File: config.mk
export PLATFORM = sky130hd
export DESIGN_NAME = regfile_dump_tx
export DESIGN_NICKNAME = d
export VERILOG_FILES = /design/src/rtl/pipe_dbg_pkg.sv /design/src/rtl/regfile_dump_tx_cycle_counter.sv /design/src/rtl/regfile_dump_tx.sv
export SDC_FILE = /design/constraint.sdc
export NUM_CORES = 1
export LEC_CHECK = 0
export ABC_AREA = 1
export BUFFER_PORTS_ARGS = -buffer_cell sky130_fd_sc_hd__buf_2
export CORE_ASPECT_RATIO = 2
export CORE_MARGIN = 3
export CORE_UTILIZATION = 40
export CTS_CLUSTER_DIAMETER = 60
export DETAILED_ROUTE_END_ITERATION = 10
export PLACE_DENSITY = 0.7
export SLEW_MARGIN = 5
export SYNTH_ARGS = -nofsm -noshare
export SYNTH_HDL_FRONTEND = slang
export SYNTH_SLANG_ARGS = --single-unit
export TNS_END_PERCENT = 10
File: constraint.sdc
create_clock -name clk -period 4.15 [get_ports clk]
set_clock_uncertainty 0.2 [all_clocks]
set_input_delay 0 -clock clk [delete_from_list [all_inputs] [get_ports clk]]
set_output_delay 0 -clock clk [all_outputs]
set_load 0.02 [all_outputs]
File: src/rtl/pipe_dbg_pkg.sv
// Shared definitions for the pipeline debug blocks.
//   dump_state_e : register-dump transmitter FSM states
//   REG_ADDR_W   : architectural register index width
//   REG_DATA_W   : architectural register data width
//   dump_beat_t  : one dumped register beat {index, data, last, stamp}
package pipe_dbg_pkg;

    localparam int unsigned REG_ADDR_W = 5;
    localparam int unsigned REG_DATA_W = 32;

    typedef enum logic [2:0] {
        IDLE,
        DRAIN,
        READ,
        SEND,
        DONE
    } dump_state_e;

    typedef struct packed {
        logic [REG_ADDR_W-1:0] index;
        logic [REG_DATA_W-1:0] data;
        logic                  last;
        logic [31:0]           stamp;
    } dump_beat_t;

endpackage

File: src/rtl/regfile_dump_tx_cycle_counter.sv
// Free-running 32-bit cycle counter.
//   clk_i   : clock, rising edge
//   rst_i   : synchronous active-high reset, clears the count
//   count_o : current count, increments every cycle, wraps to 0
module cycle_counter (
    input  logic        clk_i,
    input  logic        rst_i,
    output logic [31:0] count_o
);

    logic [31:0] count_q;

    always_ff @(posedge clk_i) begin
        if (rst_i) begin
            count_q <= '0;
        end else begin
            count_q <= count_q + 32'd1;
        end
    end

    assign count_o = count_q;

endmodule

File: src/rtl/regfile_dump_tx.sv
// Register-file dump transmitter: stalls the pipeline, lets in-flight
// instructions drain, then streams {index, value} beats over valid/ready.
//   clk, rst            : clock and synchronous active-high reset
//   start               : dump request, honoured only when idle
//   first_reg, last_reg : inclusive index range, wraps modulo NUM_REGS
//   stall_req           : freezes the pipeline for the whole dump
//   rf_raddr, rf_rdata  : dedicated combinational register-file read port
//   tx_valid, tx_ready  : beat handshake
//   tx_index, tx_data   : beat payload
//   tx_last             : final beat of the dump
//   tx_stamp            : cycle count captured when the dump was accepted
//   busy                : any state other than idle
//   done                : one-cycle pulse after the final beat is accepted
import pipe_dbg_pkg::*;

module regfile_dump_tx #(
    parameter int unsigned NUM_REGS     = 32,
    parameter int unsigned ADDR_W       = REG_ADDR_W,
    parameter int unsigned DATA_W       = REG_DATA_W,
    parameter int unsigned DRAIN_CYCLES = 4
) (
    input  logic              clk,
    input  logic              rst,
    input  logic              start,
    input  logic [ADDR_W-1:0] first_reg,
    input  logic [ADDR_W-1:0] last_reg,
    output logic              stall_req,
    output logic [ADDR_W-1:0] rf_raddr,
    input  logic [DATA_W-1:0] rf_rdata,
    output logic              tx_valid,
    input  logic              tx_ready,
    output logic [ADDR_W-1:0] tx_index,
    output logic [DATA_W-1:0] tx_data,
    output logic              tx_last,
    output logic [31:0]       tx_stamp,
    output logic              busy,
    output logic              done
);

    dump_state_e       state_q, state_d;
    logic [ADDR_W-1:0] cur_q, cur_d;
    // One bit wider than the index so a full-file dump count fits.
    logic [ADDR_W:0]   rem_q, rem_d;
    logic [3:0]        drain_q, drain_d;
    logic [ADDR_W-1:0] idx_q, idx_d;
    logic [DATA_W-1:0] data_q, data_d;
    logic              last_q, last_d;
    logic [31:0]       stamp_q, stamp_d;
    logic [31:0]       cycle_cnt;

    cycle_counter u_cycle_counter (
        .clk_i   (clk),
        .rst_i   (rst),
        .count_o (cycle_cnt)
    );

    always_comb begin
        state_d   = state_q;
        cur_d     = cur_q;
        rem_d     = rem_q;
        drain_d   = drain_q;
        idx_d     = idx_q;
        data_d    = data_q;
        last_d    = last_q;
        stamp_d   = stamp_q;
        stall_req = 1'b0;
        tx_valid  = 1'b0;
        busy      = 1'b1;
        done      = 1'b0;
        rf_raddr  = '0;

        case (state_q)
            IDLE: begin
                busy = 1'b0;
                if (start) begin
                    stamp_d = cycle_cnt;
                    cur_d   = first_reg;
                    // Index subtraction wraps naturally at ADDR_W bits.
                    rem_d   = {1'b0, ADDR_W'(last_reg - first_reg)} + (ADDR_W+1)'(1);
                    drain_d = 4'(DRAIN_CYCLES);
                    state_d = DRAIN;
                end
            end
            DRAIN: begin
                stall_req = 1'b1;
                drain_d   = drain_q - 4'd1;
                if (drain_q == 4'd1) begin
                    state_d = READ;
                end
            end
            READ: begin
                stall_req = 1'b1;
                rf_raddr  = cur_q;
                idx_d     = cur_q;
                data_d    = rf_rdata;
                last_d    = (rem_q == (ADDR_W+1)'(1));
                state_d   = SEND;
            end
            SEND: begin
                stall_req = 1'b1;
                tx_valid  = 1'b1;
                if (tx_ready) begin
                    cur_d   = (cur_q == ADDR_W'(NUM_REGS - 1)) ? '0 : cur_q + ADDR_W'(1);
                    rem_d   = rem_q - (ADDR_W+1)'(1);
                    state_d = last_q ? DONE : READ;
                end
            end
            DONE: begin
                done    = 1'b1;
                last_d  = 1'b0;
                state_d = IDLE;
            end
            default: begin
                state_d = IDLE;
            end
        endcase
    end

    always_ff @(posedge clk) begin
        if (rst) begin
            state_q <= IDLE;
            cur_q   <= '0;
            rem_q   <= '0;
            drain_q <= '0;
            idx_q   <= '0;
            data_q  <= '0;
            last_q  <= 1'b0;
            stamp_q <= '0;
        end else begin
            state_q <= state_d;
            cur_q   <= cur_d;
            rem_q   <= rem_d;
            drain_q <= drain_d;
            idx_q   <= idx_d;
            data_q  <= data_d;
            last_q  <= last_d;
            stamp_q <= stamp_d;
        end
    end

    assign tx_index = idx_q;
    assign tx_data  = data_q;
    assign tx_last  = last_q;
    assign tx_stamp = stamp_q;

endmodule

==> results by group <==
GRT
  – Largest net degree at the start of global routing: 50
  – Vias in the first global route: 5121
  – Grt ovf: 0
  – Initial antenna violation count: 0
  – First-pass GRT wire length: 24.1 mm
  – Total global-route track usage: 0.208

Logic synthesis
  – Asr flop ratio synth: 0
  – Synth Flop Type: dfxtp_1
  – Post-synth top cells: 161 x nor2_1, 120 x dfxtp_1, 99 x nand2_1
  – Largest cells by area after synthesis: dfxtp_1 45%, nor2_1 11%, o21ai_0 8.5%
  – Ys Warns: 0
  – Post-synth cell types: 39
  – Cell accounting for the most synthesized area: dfxtp_1
  – Syn_nets: slightly below 800
  – Area of the mapped netlist: 0.00529 mm2
  – Synthesized area per cell: 7.28 um2
  – Count of flip-flops with a built-in enable after synthesis: 0
  – Sequential-to-total area share from yosys stat: 0.454
  – Gate count of the mapped netlist: 726
  – #FFs+latches synth: 120
  – Share of the synthesized area in the top cell type: 0.454
  – Cell with the most instances after synthesis: nor2_1

Finish
  – Layout cells sized above 1: 0.203
  – Post-layout util: 0.553
  – Final instance area: 0.00706 mm2
  – Nets: 947
  – N_diodes: 0
  – Area growth, synth to finish: 33.5%

Routing
  – Initial DRC count: 250
  – Routed WL: 15.1 mm
  – Drt pass-1 iters: 5
  – Drt wl/cell: around 14 um
  – Via/cell ratio: a little over 5
  – Post-route ant nets: 0
  – DRC Markers: 0
  – Routed vias: 5357

STA
  – Final setup fails: 0
  – Fin. Hold Viols: 0
  – Worst-Margin Slew: 747 ps
  – WHS: 85.1 ps
  – Slew Limit Fails: 0
  – Final WS setup: 1590 ps
  – FMAX: a little under 400 MHz
  – Final min period: ~2600 ps
  – Period utilization: 0.618
  – Max_slew headroom: 0.501
  – Setup TNS: 0 ps
  – RSZ-0062 raised after global routing: false

Setup path
  – Startpoint Class: register
  – CP Cell Sequence: nor2_2 > nand2_1 > buf_4 > clkinv_1 > a211oi_1 > o21a_1 > nor2_1 > dlygate4sd3_1
  – CP required: 4250 ps
  – Crit Path Category: reg2reg
  – Cell family with most CP delay: buffers and inverters
  – Worst Path Arrival: 2660 ps
  – CP bufs+invs: 3
  – CP max stage delay: approximately 570 ps
  – Max Fanout on Critical Path: 44
  – Crit path max-delay cell type: dlygate4sd3_1
  – Worst Setup End Kind: register

Floorplanning
  – Starting density of the core: 0.414
  – Core ar.: 0.0128 mm2
  – Boundary Pins: 125
  – Die Y: roughly 170 um
  – Die Wd: ~87 um
  – Site Rows: 58
  – Die area: 0.0147 mm2

Job
  – Max-Cap Viols: 0

Place
  – Placer Congestion: a little over 0.9
  – Dpl cell area: 0.00601 mm2
  – Dpl ws: 1900 ps
  – IO Port Bufs: 124
  – Post-DP HPWL: 10.4 mm

Clock network
  – CTS buffer count: 17
  – CTS tree: built
  – Later-pin clock latency in the skew report: 420 ps
  – Root buffer cell: clkbuf_16
  – CTS clk-pin slew, worst paths: 60 ps
  – CTS Sinks: 120
  – Clock Path Buffers: 2
  – Setup fix buffers added after clock tree synthesis: 0
  – CTS H-tree lvls: 4

Outcome
  – Status: finished, final reports clean

Power and ir drop
  – Max rail drop VDD: 0.341 mV
  – PwrDens: 485 mW/mm2
  – Leakage: 3.12 nW

Hold path
  – Worst min path class: in2reg
## state kept, by name, summed over array words and instances, names as in the netlist
| name | flops |
|---|---|
| tx_data | 32 |
| tx_index | 5 |
| tx_stamp | 32 |
| rem_q | 6 |
| cur_q | 5 |
| tx_last | 1 |
| state_q | 3 |
| u_cycle_counter.count_o | 32 |
| drain_q | 4 |
## per-layer routing
layer  track usage  vias up  wire length, um  part of all wire
met5             0        -                0                 0
li1              -     2693                -                 -
met4         0.124        0              802             0.053
met2         0.385      179             8200              0.54
met1         0.202     2432             5300              0.35
met3        0.0438       53              757             0.050
## worst paths after layout
kind | cells past startpoint | start | slack (ps) | end
max | 8 | state_q[0]$_SDFFE_PP0P_ | 1590 | state_q[1]$_SDFFE_PP0P_
min | 9 | last_reg[2] | 90 | rem_q[3]$_SDFFE_PP0P_
max reg2reg | 8 | state_q[0]$_SDFFE_PP0P_ | 1590 | state_q[1]$_SDFFE_PP0P_
min reg2reg | 2 | tx_index[4]$_SDFFE_PP0P_ | 260 | tx_index[4]$_SDFFE_PP0P_
## worst min-delay path, stage by stage
cell and delay, ps:
buf_2 80, ha_1 150, a21oi_1 60, nand2_1 50
nand2_1 60, nand2_1 70, nand2_1 50, nand3b_1 70
a21oi_1 50
## cell type report
cell class	instances	area, um2
multi-input cells	515	2530
inverters	61	229
clock buffers	17	425
fillers	1231	5710
flip-flops and latches	120	2400
clock inverters	15	191
repair buffers	173	1100
well taps	150	188
## timing repair
action | in CTS | in global routing
hold buffers | 44 | 0
hold endpoints to repair | 73 | 0
gates resized for setup | 0 | 0
## cell usage in the layout, fill, tap and decap left out, drive strengths merged, types with 5 or more instances in the layout
master and count:
ha 12, clkbuf 17, nand2 103, xor2 7
clkinv 5, nor3 11, a21oi 57, dfxtp 120
nand4 10, nand3 24, o21ai 90, inv 66
nand3b 5, buf 129, dlygate4sd3 44, or2 8
nor2 168
## report_power, final
part	total [mW]	internal (mW)	switching (mW)
Sequential	1.31	1.25	0.0575
Clock	1.54	0.958	0.585
Combinational	0.575	0.213	0.361
## cells by family (layout without fill, tap and decap cells)
family          after synthesis  in the layout  share of synthesized area
compound gates              160            160                      0.158
fa+ha+maj                    13             13                     0.0322
buf+inv                      91            266                     0.0677
simple gates                331            331                      0.270
xor+xnor                     11             11                     0.0182
flops                       120            120                      0.454
## stage by stage
stage	total power, mW	std cells
floorplan	1.70	726
global placement	1.87	975
detailed placement	1.87	975
CTS	3.45	1051
global route	3.58	1051
finish	3.42	1051
Note: power is estimated with default switching activity, not from simulation.
